<file path="src/rtl/clint_axi_timer.sv">
// Core-local interruptor on an AXI4 slave port: prescaled 64-bit mtime,
// per-hart mtimecmp/msip registers, registered timer and software interrupts.
//
// Handshake rule on every channel: a transfer happens on a rising clock edge
// where both valid and ready are high; a source holds valid and its payload
// stable until that edge, and never waits for ready before raising valid.
module clint_axi_timer #(
  parameter int          NUM_HARTS  = 1,
  parameter int          ID_W       = 4,
  parameter logic [31:0] CLINT_BASE = 32'h0200_0000,
  parameter int          TICK_DIV   = 1
) (
  input  logic                 clock,
  input  logic                 reset,
  // AR channel
  input  logic [31:0]          araddr,
  input  logic                 arvalid,
  input  logic [ID_W-1:0]      arid,
  input  logic [7:0]           arlen,
  input  logic [2:0]           arsize,
  input  logic [1:0]           arburst,
  output logic                 arready,
  // R channel
  output logic [31:0]          rdata,
  output logic [1:0]           rresp,
  output logic                 rvalid,
  output logic                 rlast,
  output logic [ID_W-1:0]      rid,
  input  logic                 rready,
  // AW channel
  input  logic [31:0]          awaddr,
  input  logic                 awvalid,
  input  logic [ID_W-1:0]      awid,
  input  logic [7:0]           awlen,
  input  logic [2:0]           awsize,
  input  logic [1:0]           awburst,
  output logic                 awready,
  // W channel
  input  logic [31:0]          wdata,
  input  logic [3:0]           wstrb,
  input  logic                 wvalid,
  input  logic                 wlast,
  output logic                 wready,
  // B channel
  output logic [1:0]           bresp,
  output logic                 bvalid,
  output logic [ID_W-1:0]      bid,
  input  logic                 bready,
  // interrupts
  output logic [NUM_HARTS-1:0] mtip,
  output logic [NUM_HARTS-1:0] msip_o,
  // FSM state visibility
  output logic                 dbg_r_state,
  output logic [1:0]           dbg_w_state
);

  localparam int            PW           = (TICK_DIV > 1) ? $clog2(TICK_DIV) : 1;
  localparam logic [PW-1:0] PRE_MAX      = PW'(TICK_DIV - 1);
  localparam logic [31:0]   CMP_OFF      = 32'h0000_4000;
  localparam logic [31:0]   MTIME_LO_OFF = 32'h0000_BFF8;
  localparam logic [31:0]   MTIME_HI_OFF = 32'h0000_BFFC;
  localparam logic [1:0]    RESP_OKAY    = 2'b00;
  localparam logic [1:0]    RESP_SLVERR  = 2'b10;

  typedef enum logic {R_IDLE = 1'b0, R_BURST = 1'b1} r_state_t;
  typedef enum logic [1:0] {W_ADDR = 2'd0, W_DATA = 2'd1, W_RESP = 2'd2} w_state_t;

  logic [63:0]          mtime;
  logic [63:0]          mtime_next;
  logic [PW-1:0]        pre;
  logic                 tick;
  logic [63:0]          mtimecmp [NUM_HARTS];
  logic [NUM_HARTS-1:0] msip;

  r_state_t    r_state;
  logic [29:0] r_addr;
  logic [7:0]  r_left;
  logic [29:0] rd_word;
  logic [31:0] rd_off;
  logic [31:0] rd_val;
  logic        rd_hit;

  w_state_t    w_state;
  logic [29:0] w_addr;
  logic [7:0]  w_len;
  logic        w_first;
  logic [31:0] w_off;
  logic        w_hit;
  logic        wr_en;

  assign tick = (pre == PRE_MAX);

  // Word whose contents the next presented read beat carries.
  always_comb begin
    rd_word = (r_state == R_IDLE) ? araddr[31:2] : (r_addr + 30'd1);
  end

  assign rd_off = {rd_word, 2'b00} - CLINT_BASE;

  // Read decode: register contents before any write landing on the same edge.
  always_comb begin
    rd_val = '0;
    rd_hit = 1'b0;
    for (int h = 0; h < NUM_HARTS; h++) begin
      if (rd_off == 32'(4 * h)) begin
        rd_val = {31'd0, msip[h]};
        rd_hit = 1'b1;
      end
      if (rd_off == CMP_OFF + 32'(8 * h)) begin
        rd_val = mtimecmp[h][31:0];
        rd_hit = 1'b1;
      end
      if (rd_off == CMP_OFF + 32'(8 * h) + 32'd4) begin
        rd_val = mtimecmp[h][63:32];
        rd_hit = 1'b1;
      end
    end
    if (rd_off == MTIME_LO_OFF) begin
      rd_val = mtime[31:0];
      rd_hit = 1'b1;
    end
    if (rd_off == MTIME_HI_OFF) begin
      rd_val = mtime[63:32];
      rd_hit = 1'b1;
    end
  end

  assign w_off = {w_addr, 2'b00} - CLINT_BASE;
  assign wr_en = wready && wvalid && w_first;

  // Write decode: is the latched write address a mapped register.
  always_comb begin
    w_hit = (w_off == MTIME_LO_OFF) || (w_off == MTIME_HI_OFF);
    for (int h = 0; h < NUM_HARTS; h++) begin
      if ((w_off == 32'(4 * h)) || (w_off == CMP_OFF + 32'(8 * h)) ||
          (w_off == CMP_OFF + 32'(8 * h) + 32'd4)) begin
        w_hit = 1'b1;
      end
    end
  end

  // Next mtime: written bytes override, all other bytes keep the tick.
  always_comb begin
    mtime_next = mtime + {63'd0, tick};
    for (int b = 0; b < 4; b++) begin
      if (wr_en && (w_off == MTIME_LO_OFF) && wstrb[b]) begin
        mtime_next[8*b +: 8] = wdata[8*b +: 8];
      end
      if (wr_en && (w_off == MTIME_HI_OFF) && wstrb[b]) begin
        mtime_next[32 + 8*b +: 8] = wdata[8*b +: 8];
      end
    end
  end

  // Prescaler and mtime counter.
  always_ff @(posedge clock or negedge reset) begin
    if (!reset) begin
      pre   <= '0;
      mtime <= '0;
    end else begin
      pre   <= tick ? '0 : pre + 1'b1;
      mtime <= mtime_next;
    end
  end

  // msip and mtimecmp registers, byte-enabled on the first write beat.
  always_ff @(posedge clock or negedge reset) begin
    if (!reset) begin
      msip <= '0;
      for (int h = 0; h < NUM_HARTS; h++) mtimecmp[h] <= '1;
    end else if (wr_en) begin
      for (int h = 0; h < NUM_HARTS; h++) begin
        if ((w_off == 32'(4 * h)) && wstrb[0]) msip[h] <= wdata[0];
        for (int b = 0; b < 4; b++) begin
          if ((w_off == CMP_OFF + 32'(8 * h)) && wstrb[b])
            mtimecmp[h][8*b +: 8] <= wdata[8*b +: 8];
          if ((w_off == CMP_OFF + 32'(8 * h) + 32'd4) && wstrb[b])
            mtimecmp[h][32 + 8*b +: 8] <= wdata[8*b +: 8];
        end
      end
    end
  end

  // Timer interrupts, one cycle behind the comparison.
  always_ff @(posedge clock or negedge reset) begin
    if (!reset) begin
      mtip <= '0;
    end else begin
      for (int h = 0; h < NUM_HARTS; h++) mtip[h] <= (mtime >= mtimecmp[h]);
    end
  end

  // Read FSM: every burst is walked as INCR, one beat per accepted rready.
  always_ff @(posedge clock or negedge reset) begin
    if (!reset) begin
      r_state <= R_IDLE;
      arready <= 1'b1;
      rvalid  <= 1'b0;
      rlast   <= 1'b0;
      rdata   <= '0;
      rresp   <= '0;
      rid     <= '0;
      r_addr  <= '0;
      r_left  <= '0;
    end else begin
      case (r_state)
        R_IDLE: begin
          if (arvalid) begin
            r_addr  <= araddr[31:2];
            rid     <= arid;
            r_left  <= arlen;
            rlast   <= (arlen == 8'd0);
            rdata   <= rd_val;
            rresp   <= rd_hit ? RESP_OKAY : RESP_SLVERR;
            rvalid  <= 1'b1;
            arready <= 1'b0;
            r_state <= R_BURST;
          end
        end
        R_BURST: begin
          if (rready) begin
            if (rlast) begin
              rvalid  <= 1'b0;
              rlast   <= 1'b0;
              arready <= 1'b1;
              r_state <= R_IDLE;
            end else begin
              r_addr <= r_addr + 30'd1;
              r_left <= r_left - 8'd1;
              rlast  <= (r_left == 8'd1);
              rdata  <= rd_val;
              rresp  <= rd_hit ? RESP_OKAY : RESP_SLVERR;
            end
          end
        end
        default: r_state <= R_IDLE;
      endcase
    end
  end

  // Write FSM: only the first data beat reaches the registers.
  always_ff @(posedge clock or negedge reset) begin
    if (!reset) begin
      w_state <= W_ADDR;
      awready <= 1'b1;
      wready  <= 1'b0;
      bvalid  <= 1'b0;
      bresp   <= '0;
      bid     <= '0;
      w_addr  <= '0;
      w_len   <= '0;
      w_first <= 1'b0;
    end else begin
      case (w_state)
        W_ADDR: begin
          if (awvalid) begin
            w_addr  <= awaddr[31:2];
            bid     <= awid;
            w_len   <= awlen;
            w_first <= 1'b1;
            awready <= 1'b0;
            wready  <= 1'b1;
            w_state <= W_DATA;
          end
        end
        W_DATA: begin
          if (wvalid) begin
            w_first <= 1'b0;
            if (wlast) begin
              wready  <= 1'b0;
              bvalid  <= 1'b1;
              bresp   <= ((w_len != 8'd0) || !w_hit) ? RESP_SLVERR : RESP_OKAY;
              w_state <= W_RESP;
            end
          end
        end
        W_RESP: begin
          if (bready) begin
            bvalid  <= 1'b0;
            awready <= 1'b1;
            w_state <= W_ADDR;
          end
        end
        default: w_state <= W_ADDR;
      endcase
    end
  end

  assign msip_o      = msip;
  assign dbg_r_state = r_state;
  assign dbg_w_state = w_state;

  // Burst type/size, sub-word address bits and the beat counter's use are
  // implied by the word-only map; fold them away explicitly.
  logic unused_inputs;
  assign unused_inputs = ^{arsize, arburst, awsize, awburst, araddr[1:0], awaddr[1:0]};

endmodule

</file>
<file path="config.mk">
export PLATFORM = sky130hd
export DESIGN_NAME = clint_axi_timer
export DESIGN_NICKNAME = d
export VERILOG_FILES = /design/src/rtl/clint_axi_timer.sv
export SDC_FILE = /design/constraint.sdc
export NUM_CORES = 1
export LEC_CHECK = 0
export CORE_ASPECT_RATIO = 0.5
export CORE_UTILIZATION = 30
export CTS_BUF_LIST = sky130_fd_sc_hd__clkbuf_4 sky130_fd_sc_hd__clkbuf_8
export DETAILED_ROUTE_END_ITERATION = 8
export DONT_BUFFER_PORTS = 1
export GPL_ROUTABILITY_DRIVEN = 0
export PLACE_DENSITY = 0.52
export SLEW_MARGIN = 20
export SYNTH_ARGS = -nofsm -noshare
export SYNTH_HDL_FRONTEND = slang
export SYNTH_SLANG_ARGS = --single-unit
</file>
<file path="constraint.sdc">
create_clock -name clock -period 5.2 [get_ports clock]
set_input_delay 0.52 -clock clock [delete_from_list [all_inputs] [get_ports clock]]
set_output_delay 0.52 -clock clock [all_outputs]
set_load 0.03 [all_outputs]
</file>
==> results of run 1 <==
==> flip-flops by register name, summed over array words and instances (netlist names), 2 cells and up <==
| register | count |
|---|---|
| mtime | 64 |
| mtimecmp | 64 |
| rdata | 32 |
| r_addr | 30 |
| w_addr | 30 |
| r_left | 8 |
| w_len | 8 |
| bid | 4 |
| rid | 4 |
| dbg_w_state | 2 |
==> area by class of cell <==
cell class,count,area (µm²),share of cell area (%)
multi-input combinational,1168,7810,46.09
tap,649,812.0,4.792
clock inverter,17,226.5,1.337
clock buffer,67,840.8,4.962
antenna,2,5.005,0.02954
sequential,258,6540,38.60
inverter,83,311.5,1.839
timing repair buffer,43,397.9,2.348
==> where the power goes <==
group / total [mW] / leakage, nW / internal (mW) / switching [mW]
combinational: 1.86 / 3.02 / 0.813 / 1.05
clock: 2.25 / 0.560 / 1.30 / 0.957
sequential: 3.30 / 2.94 / 2.49 / 0.814
==> cell usage after synthesis, drive strengths merged (2+ instances only) <==
library cell  count  area share (%)
o221a            31             2.3
o211ai            3            0.15
o2bb2ai           2            0.12
dfrtp           192              32
a22oi             2            0.10
or3              40             1.7
xnor2            25             1.5
or4               6            0.30
nand4            41             1.8
nor3             17            0.57
nor4             19            0.88
a211oi            6            0.30
mux2i            11            0.74
nand3            60             2.0
nor4b             2            0.12
nand2b            3            0.13
and2              9            0.38
a21o             25             1.3
clkbuf           55             1.4
nand2           244             6.1
mux2            112             8.5
a222oi            2            0.13
and3             25             1.0
o21ai           135             4.5
inv              83             2.1
a31oi            42             1.8
and4              9            0.53
buf              18            0.73
a21oi            49             1.6
nor2             77             1.9
or2               3            0.13
o22ai             8            0.34
o311ai            2            0.12
dfstp            66              12
a32oi             2            0.12
nor2b             8            0.34
and4b             2            0.13
o31ai             5            0.25
ha               70             5.9
a2111oi           3            0.18
xor2             55             3.2
==> through the flow <==
step                      worst slack, ns  util (%)  total power [mW]
final                              0.9656     34.73             7.418
after global routing               0.6768     34.73             7.901
after CTS                           1.008     34.72             7.522
after detailed placement            1.019     32.02             5.190
after global placement              1.073     31.98             5.143
after floorplan                     1.613         -             4.640
==> cell families after synthesis <==
group	share of synthesized area, %
compound gates	13.88
other cells	0.02515
fa+ha+maj	5.875
flops	43.86
buf+inv	4.205
simple gates	18.25
xor+xnor	4.700
mux	9.199
==> critical path, stage by stage (launching register included) <==
cell      delay [ns]
dfrtp_1         0.45
nand3_1         0.33
nor4_2          0.66
nand4_1         0.24
xnor2_1         0.18
mux2i_1         0.15
ha_1            0.37
o211ai_1        0.10
nor4_2          0.30
nand4_1         0.29
or3_1           0.41
buf_4           0.29
o221a_2         0.32
==> path summary, 6_finish.rpt <==
| path | endpoint | slack, ns | cells after the start | from |
|---|---|---|---|---|
| max | rdata[31] | 0.97 | 12 | r_addr[3] |
| min | mtime[27] | -0.36 | 0 | reset |
| min in group clock | mtime[18] | 0.04 | 2 | wdata[18] |
| min reg2reg | w_addr[20] | 0.50 | 1 | w_addr[20] |
| max in group asynchronous | bid[3] | 4.97 | 0 | reset |
| max reg2reg | rdata[31] | 0.97 | 12 | r_addr[3] |
==> metal layers <==
layer	vias to the layer above	track usage, %	routed length (µm)
li1	5720	-	-
met1	5778	23.77	20250
met2	261	28.42	20500
met3	74	3.208	2011
met4	0	5.198	1264
met5	-	0	0
==> summary.txt, run 1 <==
Status
  • Status: finished, violations left
  • Failing checks: hold timing

Floorplanning
  • DIE AREA: 50,640 µm²
  • Chip width: 317.3 µm
  • IO Count: 197
  • Row Count: 57
  • Die Y: 159.6 µm
  • Core ar.: 48,780 µm²
  • Initial core utilization: 30.56%

Cells and area
  • Commonest non-fill, non-tap cell in the layout: nand2_1
  • Fill cell count: 5,031
  • Design Area, Final: 16,940 µm²
  • Layout cells sized above 1: 18.15%
  • Layout net count: 1,811
  • Layout Cells excl Fill: 2,287
  • Area grow syn2layout: 13.66%
  • Commonest cells after routing, fill and taps aside: nand2_1 (244), dfrtp_1 (191), o21ai_0 (134), mux2_2 (112), inv_1 (83)

Global route
  • First-pass GRT wire length: 69.51 mm
  • Largest net degree at the start of global routing: 259
  • Initial antenna violation count: 3
  • Gr usage total: 17.55%
  • Grt ovf: 0
  • Vias in the first global route: 11,820

Timing
  • Fmax: 236.2 MHz
  • Slew HR: 25.81%
  • Setup violators final: 0
  • Slew Limit Fails: 0
  • Worst Clk Skew: 0.03001 ns
  • Least-Margin Pin Slew: 1.109 ns
  • RSZ-0062 raised after global routing: false
  • Fin Hold WS: -0.3560 ns
  • Hold Violations, Final: 209
  • Setup TNS: 0 ns
  • Crit share post-route: 81.43%
  • Final min period: 4.234 ns

Yosys
  • Syn Inst Count: 1,581
  • Post-synthesis sequential area ratio: 43.86%
  • Yosys synthesis warning count: 0
  • Most used DFF post-synth: dfrtp_1
  • #FFs+latches synth: 258
  • Post-synthesis cell area: 14,910 µm²
  • Count of cell types in the netlist: 61
  • Mean post-synth cell area: 9.430 µm²
  • Post-synth EDFFs: 0
  • Async set-or-reset flop fraction in the synthesized netlist: 100.0%

Drt
  • DR iter-0 viols: 781
  • Drt via density: 5.174
  • Detailed Routing Iterations Pass 1: 5
  • WL/cell: 19.25 µm
  • Final WL: 44.03 mm
  • Residual DRC count: 0
  • DRT antenna net count: 0
  • Via count: 11,830

Flow run
  • Max-cap viol count: 0

Clocking
  • CTS buffer count: 45
  • CTS tree: built
  • Post-cts sizing count: 0
  • Max Root-Sink Buffers: 3
  • Worst-path clk slew: 0.07 ns
  • H-Tree Depth: 2
  • Clock sinks: 258
  • Root buffer cell: clkbuf_8
  • Clk_lat worst skew: 0.60 ns
  • Post-CTS Hold Fix Bufs: 25
  • Postcts setup bufs: 0

Worst hold path
  • Worst Hold Class: input pin to asynchronous set/reset pin

Setup path
  • Critical path class: register to register
  • Req. time, crit path: 5.66 ns
  • Worst-path fanout max: 31
  • Crit start category: register
  • CP Capture Type: register
  • Crit path DAT: 4.70 ns

Place
  • DP HPWL: 29.72 mm
  • Port bufs: 0
  • Placed inst area: 15,620 µm²
  • DP Cell Count: 2,176

Power and ir drop
  • Leak pwr: 6.524 nW
  • Power Density: 437.8 nW/µm²
  • Maximum VDD drop: 0.2218 mV
No activity file was read; power rests on OpenSTA's default activity.
==> run 2, diff against run 1 <==
--- a/config.mk
+++ b/config.mk
@@ -5,6 +5,7 @@
 export SDC_FILE = /design/constraint.sdc
 export NUM_CORES = 1
 export LEC_CHECK = 0
+export ABC_AREA = 1
 export CORE_ASPECT_RATIO = 0.5
 export CORE_UTILIZATION = 30
 export CTS_BUF_LIST = sky130_fd_sc_hd__clkbuf_4 sky130_fd_sc_hd__clkbuf_8
==> constraint.sdc (replaced) <==
create_clock -name clock -period 4.34 [get_ports clock]
set_input_delay 0.434 -clock clock [delete_from_list [all_inputs] [get_ports clock]]
set_output_delay 0.434 -clock clock [all_outputs]
set_load 0.03 [all_outputs]
==> run 2 against run 1 <==
Sequential power rose by 4%; non-clock buffer count up 38; largest cell class unchanged; via count rose by 20%; first-iteration DRC count is 36% higher; the flow still finishes with violations (hold timing); register-to-register slack lost 0.32 ns; fmax grew 15%; final cell count rose by 29%; clock power increased by 13%.
==> summary.txt, run 2 <==
Drt
  • Detailed Routing Iterations Pass 1: 6
  • DR iter-0 viols: 1,062
  • DRT antenna net count: 0
  • Drt via density: 4.814
  • Via count: 14,170
  • Final WL: 50.33 mm
  • Residual DRC count: 0
  • WL/cell: 17.10 µm

Setup path
  • Worst path buffer plus inverter count: 2
  • Crit path DAT: 4.21 ns
  • CP Cell Sequence: nand2_2 > nor2_1 > inv_2 > nor4b_1 > nand2_1 > xor2_1 > nand2_1 > o21ai_0 > ha_1 > nand3_1 > nor2_1 > nand3_2 > nor2_4 > nand4_2 > inv_2 > o21ai_0 > nand2_1 > a21oi_1 > o21ai_1
  • Crit-path leading delay family: simple AND/OR/NAND/NOR gates
  • Most used cell, CP: nand2_1
  • CP Capture Type: register
  • Max stage delay on crit path: 0.53 ns
  • Worst-path fanout max: 30
  • Critical-path top delay cell: inv_2
  • Req. time, crit path: 4.86 ns
  • Crit start category: register
  • Critical path class: register to register

Global route
  • Initial antenna violation count: 3
  • Largest net degree at the start of global routing: 259
  • Gr usage total: 18.58%
  • Grt ovf: 0
  • First-pass GRT wire length: 79.58 mm
  • Vias in the first global route: 14,070

Yosys
  • Yosys synthesis warning count: 0
  • Most used DFF post-synth: dfrtp_1
  • Mean post-synth cell area: 7.545 µm²
  • Synth area leaders: dfrtp_1 (30%), nand2_1 (12%), dfstp_2 (11%), inv_1 (6.8%), o21ai_0 (6.8%)
  • Synth top area share: 29.87%
  • Top post-synthesis cells by count: nand2_1 (533), inv_1 (292), o21ai_0 (218)
  • Count leader, synth: nand2_1
  • Syn Inst Count: 2,132
  • Post-synth EDFFs: 0
  • #FFs+latches synth: 258
  • Dominant cell type by area after synthesis: dfrtp_1
  • Async set-or-reset flop fraction in the synthesized netlist: 100.0%
  • Count of cell types in the netlist: 56
  • Post-synthesis cell area: 16,090 µm²
  • Post-synthesis sequential area ratio: 40.65%

Clocking
  • CTS tree: built
  • Post-cts sizing count: 0
  • Root buffer cell: clkbuf_8
  • Postcts setup bufs: 0
  • CTS buffer count: 46
  • Post-CTS Hold Fix Bufs: 67
  • H-Tree Depth: 2
  • Max Root-Sink Buffers: 3
  • Clock sinks: 258
  • Worst-path clk slew: 0.06 ns
  • Clk_lat worst skew: 0.60 ns

Floorplanning
  • DIE AREA: 54,610 µm²
  • Chip width: 329.5 µm
  • Row Count: 59
  • Die Y: 165.7 µm
  • Initial core utilization: 30.65%
  • IO Count: 197
  • Core ar.: 52,490 µm²

Timing
  • RSZ-0062 raised after global routing: false
  • Setup violators final: 0
  • Slew HR: 32.48%
  • Fmax: 270.5 MHz
  • Slew Limit Fails: 0
  • Setup TNS: 0 ns
  • Crit share post-route: 85.17%
  • Worst Clk Skew: 0.03684 ns
  • Final min period: 3.696 ns
  • Fin Hold WS: -0.4552 ns
  • Least-Margin Pin Slew: 1.013 ns
  • Hold Violations, Final: 243

Worst hold path
  • Worst Hold Class: input pin to asynchronous set/reset pin

Power and ir drop
  • Clock share of power: 30.9%
  • Part of the power in combinational logic: 27.4%
  • Leak pwr: 8.016 nW
  • Seq pwr share: 41.7%
  • Maximum VDD drop: 0.2947 mV
  • Sw frac: 38.37%
  • Pint: 5.077 mW
  • P_sw: 3.161 mW
  • Power Density: 447.3 nW/µm²

Cells and area
  • Top flop regs: mtime (64), mtimecmp (64), rdata (32)
  • Layout cells sized above 1: 11.97%
  • Area grow syn2layout: 14.50%
  • Commonest non-fill, non-tap cell in the layout: nand2_1
  • Commonest cells after routing, fill and taps aside: nand2_1 (532), inv_1 (292), o21ai_0 (218), dfrtp_1 (191), nor2_1 (148)
  • Layout net count: 2,415

Place
  • Port bufs: 0
  • DP HPWL: 36.36 mm

Status
  • Status: finished, violations left
  • Failing checks: hold timing

Flow run
  • Max-cap viol count: 0
==> run 2: cell types whose count changed in the layout (fill, tap and decap cells not counted), moves of 63 or more <==
cell,change
nor2_1,+76
mux2_2,-83
o21ai_0,+84
o21ai_1,+63
nand2_1,+288
inv_1,+209
==> run 2: cell type report <==
| type | count | area [µm²] |
|---|---|---|
| Fill cell | 5604 | 34070 |
| Multi-Input combinational cell | 1516 | 8077 |
| Sequential cell | 258 | 6540 |
| Inverter | 300 | 1126 |
| Clock buffer | 76 | 945.9 |
| Tap cell | 701 | 877.1 |
| Timing Repair Buffer | 81 | 775.7 |
| Clock inverter | 8 | 67.56 |
| Antenna cell | 4 | 10.01 |
==> run 2: metrics by stage <==
| stage | utilization (%) | worst slack, ns | instance area [µm²] | cells | power [mW] |
|---|---|---|---|---|---|
| after detailed placement | 31.86 | 0.7038 | 16720 | 2789 | 5.695 |
| after global placement | 31.86 | 0.7813 | 16720 | 2789 | 5.647 |
| after CTS | 35.07 | 0.6672 | 18410 | 2940 | 8.343 |
| after global routing | 35.09 | 0.2491 | 18420 | 2943 | 8.843 |
| after floorplan | - | 1.540 | 16090 | 2133 | 5.103 |
| final | 35.09 | 0.6435 | 18420 | 2944 | 8.238 |
==> run 2: cell families (layout without fill, tap and decap cells) <==
group,Yosys count,count (layout),synth area share (%)
and+or+nand+nor,958,958,26.48
AOI/OAI and AO/OA,402,402,13.13
xor gates and xnor gates,54,54,2.940
buffers and inverters,359,465,9.240
DFF,258,258,40.65
muxes,30,30,2.092
adders and majority gates,70,70,5.445
other,1,6,0.02331
==> run 2: final timing paths <==
check | startpoint | to | slack, ns | depth (start not counted)
setup / recovery | r_addr[8] | rdata[7] | 0.64 | 19
hold / removal | reset | dbg_w_state[1] | -0.46 | 0
setup reg to reg | r_addr[8] | rdata[7] | 0.64 | 19
hold reg to reg | mtimecmp[32] | mtimecmp[32] | 0.49 | 2
max in group asynchronous | reset | dbg_r_state | 4.21 | 0
min in group clock | awaddr[12] | w_addr[10] | 0.04 | 2
==> run 2: power groups by stage <==
stage / registers, mW / logic [mW] / clock network (mW)
2_1_floorplan: 3.34 / 1.77 / 0
3_3_place_gp: 3.47 / 2.18 / 0
3_5_place_dp: 3.47 / 2.22 / 0
4_1_cts: 3.44 / 2.28 / 2.62
5_1_grt: 3.51 / 2.59 / 2.74
6_report: 3.44 / 2.26 / 2.54
==> run 2: worst register-to-register path, cell delays in order (launching register included) <==
cell	delay (ns)
dfrtp_1	0.42
nand2_2	0.11
nor2_1	0.26
inv_2	0.07
nor4b_1	0.31
nand2_1	0.10
xor2_1	0.16
nand2_1	0.05
o21ai_0	0.11
ha_1	0.32
nand3_1	0.07
nor2_1	0.12
nand3_2	0.13
nor2_4	0.17
nand4_2	0.17
inv_2	0.53
o21ai_0	0.23
nand2_1	0.10
a21oi_1	0.05
o21ai_1	0.13
==> run 2: metal layers <==
layer / part of all wire, % / vias to the layer above / global-route usage [%]
met2: 46 / 316 / 30.37
met5: 0 / - / 0
met4: 3.0 / 0 / 5.978
li1: - / 7131 / -
met1: 45 / 6624 / 24.69
met3: 5.0 / 102 / 3.536
==> run 3, diff against run 2 <==
--- a/config.mk
+++ b/config.mk
@@ -12,7 +12,8 @@
 export DETAILED_ROUTE_END_ITERATION = 8
 export DONT_BUFFER_PORTS = 1
 export GPL_ROUTABILITY_DRIVEN = 0
-export PLACE_DENSITY = 0.52
+export HOLD_SLACK_MARGIN = 0.02
+export PLACE_DENSITY = 0.54
 export SLEW_MARGIN = 20
 export SYNTH_ARGS = -nofsm -noshare
 export SYNTH_HDL_FRONTEND = slang
==> run 3 against run 2 <==
The run still ends with hold timing left; sequential share of layout area fell by 0.079 points; clock-buffer cell count rose by 2; worst setup slack improved by 0.034 ns; non-clock buffer count rose by 4; largest power group unchanged; power rose by 0.47%; global-route usage fell by 0.21 points; die area did not move; hold slack got worse by 0.0055 ns.
==> summary.txt, run 3 (same netlist as run 2, synthesis figures left out) <==
Global route
  • GR peak layer: met2
  • Met3 Use GR: 3.141%
  • Initial antenna violation count: 1
  • First-pass GRT wire length: 79.36 mm
  • Largest net degree at the start of global routing: 259
  • GR Util met2: 30.51%
  • M1 GR Usage: 24.33%
  • Vias in the first global route: 14,110
  • Gr usage total: 18.38%
  • Grt ovf: 0

Status
  • Failing checks: hold timing
  • Status: finished, violations left

Cells and area
  • Final core occ: 35.17%
  • Commonest non-fill, non-tap cell in the layout: nand2_1
  • Layout net count: 2,419
  • Layout cells sized above 1: 11.86%
  • Commonest cells after routing, fill and taps aside: nand2_1 (532), inv_1 (292), o21ai_0 (218), dfrtp_1 (191), nor2_1 (148)
  • Top flop regs: mtime (64), mtimecmp (64), rdata (32)
  • Area grow syn2layout: 14.75%

Clocking
  • H-Tree Depth: 2
  • Max Root-Sink Buffers: 3
  • Post-cts sizing count: 0
  • Clock sinks: 258
  • Clk_lat worst skew: 0.59 ns
  • Post-CTS Hold Fix Bufs: 72
  • CTS tree: built
  • CTS buffer count: 46
  • Postcts setup bufs: 0
  • Worst-path clk slew: 0.07 ns
  • Root buffer cell: clkbuf_8

Drt
  • DR iter-0 viols: 1,011
  • Drt via density: 4.868
  • DRT antenna net count: 0
  • Final WL: 49.67 mm
  • WL/cell: 16.87 µm
  • Residual DRC count: 0
  • Detailed Routing Iterations Pass 1: 5
  • Via count: 14,330

Power and ir drop
  • Maximum VDD drop: 0.2723 mV
  • Leak pwr: 8.030 nW
  • Power Density: 448.4 nW/µm²

Floorplanning
  • Initial core utilization: 30.65%
  • Die Y: 165.7 µm
  • DIE AREA: 54,610 µm²
  • Chip width: 329.5 µm
  • Row Count: 59
  • Core ar.: 52,490 µm²
  • IO Count: 197

Timing
  • Final min period: 3.662 ns
  • Slew HR: 32.19%
  • RSZ-0062 raised after global routing: false
  • Fin Hold WS: -0.4608 ns
  • Crit share post-route: 84.39%
  • Slew Limit Fails: 0
  • Fmax: 273.0 MHz
  • Setup TNS: 0 ns
  • Hold Violations, Final: 241
  • Setup violators final: 0
  • Least-Margin Pin Slew: 1.008 ns
  • Worst Clk Skew: 0.02086 ns

Setup path
  • Worst-path fanout max: 30
  • Req. time, crit path: 4.83 ns
  • Crit start category: register
  • CP Capture Type: register
  • Crit path DAT: 4.15 ns
  • Critical path class: register to register

Flow run
  • Max-cap viol count: 0

Place
  • Port bufs: 0
  • DP HPWL: 36.02 mm

Worst hold path
  • Worst Hold Class: input pin to asynchronous set/reset pin
==> run 3: cell count changes in the layout (fill, tap and decap cells not counted), sizes merged <==
cell         before  now
buf              14   13
bufinv            1    2
clkbuf           76   78
clkinv            7    3
diode             4    1
dlygate4sd3      67   72
==> run 3: report_power, final <==
| group | switching (mW) | internal [mW] | total (mW) |
|---|---|---|---|
| registers | 0.561 | 2.86 | 3.42 |
| clock network | 1.10 | 1.48 | 2.57 |
| logic | 1.49 | 0.796 | 2.28 |
==> run 3: per-stage QoR <==
step / power [mW] / cell area, µm² / setup slack, ns / cells / hold WS, ns
2_1_floorplan: 5.103 / 16090 / 1.540 / 2133 / 0.1384
3_3_place_gp: 5.638 / 16720 / 0.7984 / 2788 / 0.1431
3_5_place_dp: 5.686 / 16720 / 0.7222 / 2788 / 0.1422
4_1_cts: 8.387 / 18460 / 0.6204 / 2943 / -0.5166
5_1_grt: 8.874 / 18460 / 0.2604 / 2944 / -0.5114
6_report: 8.277 / 18460 / 0.6775 / 2944 / -0.4608
==> run 3: worst max-delay path: stages (launching register included) <==
cell,delay (ns)
dfrtp_1,0.42
nand2_2,0.11
nor2_1,0.24
inv_2,0.07
nor4b_1,0.30
nand2_1,0.10
xor2_1,0.15
nand2_1,0.05
o21ai_0,0.11
ha_1,0.31
nand3_1,0.07
nor2_1,0.15
nand3_2,0.13
nor2_4,0.16
nand4_2,0.17
inv_2,0.50
o21ai_0,0.19
nand2_1,0.09
a21oi_1,0.04
o21ai_1,0.16
==> run 3: metal layers <==
| metal | share of wire, % | vias up |
|---|---|---|
| met1 | 45 | 6817 |
| met5 | 0 | - |
| met2 | 47 | 292 |
| met3 | 4.8 | 86 |
| li1 | - | 7135 |
| met4 | 2.8 | 0 |
==> run 3: path summary, 6_finish.rpt <==
check                              from  slack, ns             end  cells past startpoint
min in group clock            wdata[21]       0.05    mtimecmp[53]                      2
max reg2reg                   r_addr[8]       0.68       rdata[18]                     19
max in group asynchronous         reset       4.29     dbg_r_state                      0
max                           r_addr[8]       0.68       rdata[18]                     19
min reg2reg                mtimecmp[30]       0.49    mtimecmp[30]                      2
min                               reset      -0.46  dbg_w_state[1]                      0
==> run 3: final cells by class <==
type | instances | area, µm²
inverters | 300 | 1126
fillers | 5560 | 34030
flip-flops and latches | 258 | 6540
diodes | 1 | 2.502
clock inverters | 5 | 77.57
well taps | 701 | 877.1
multi-input cells | 1516 | 8077
clock buffers | 78 | 942.2
repair buffers | 85 | 818.3
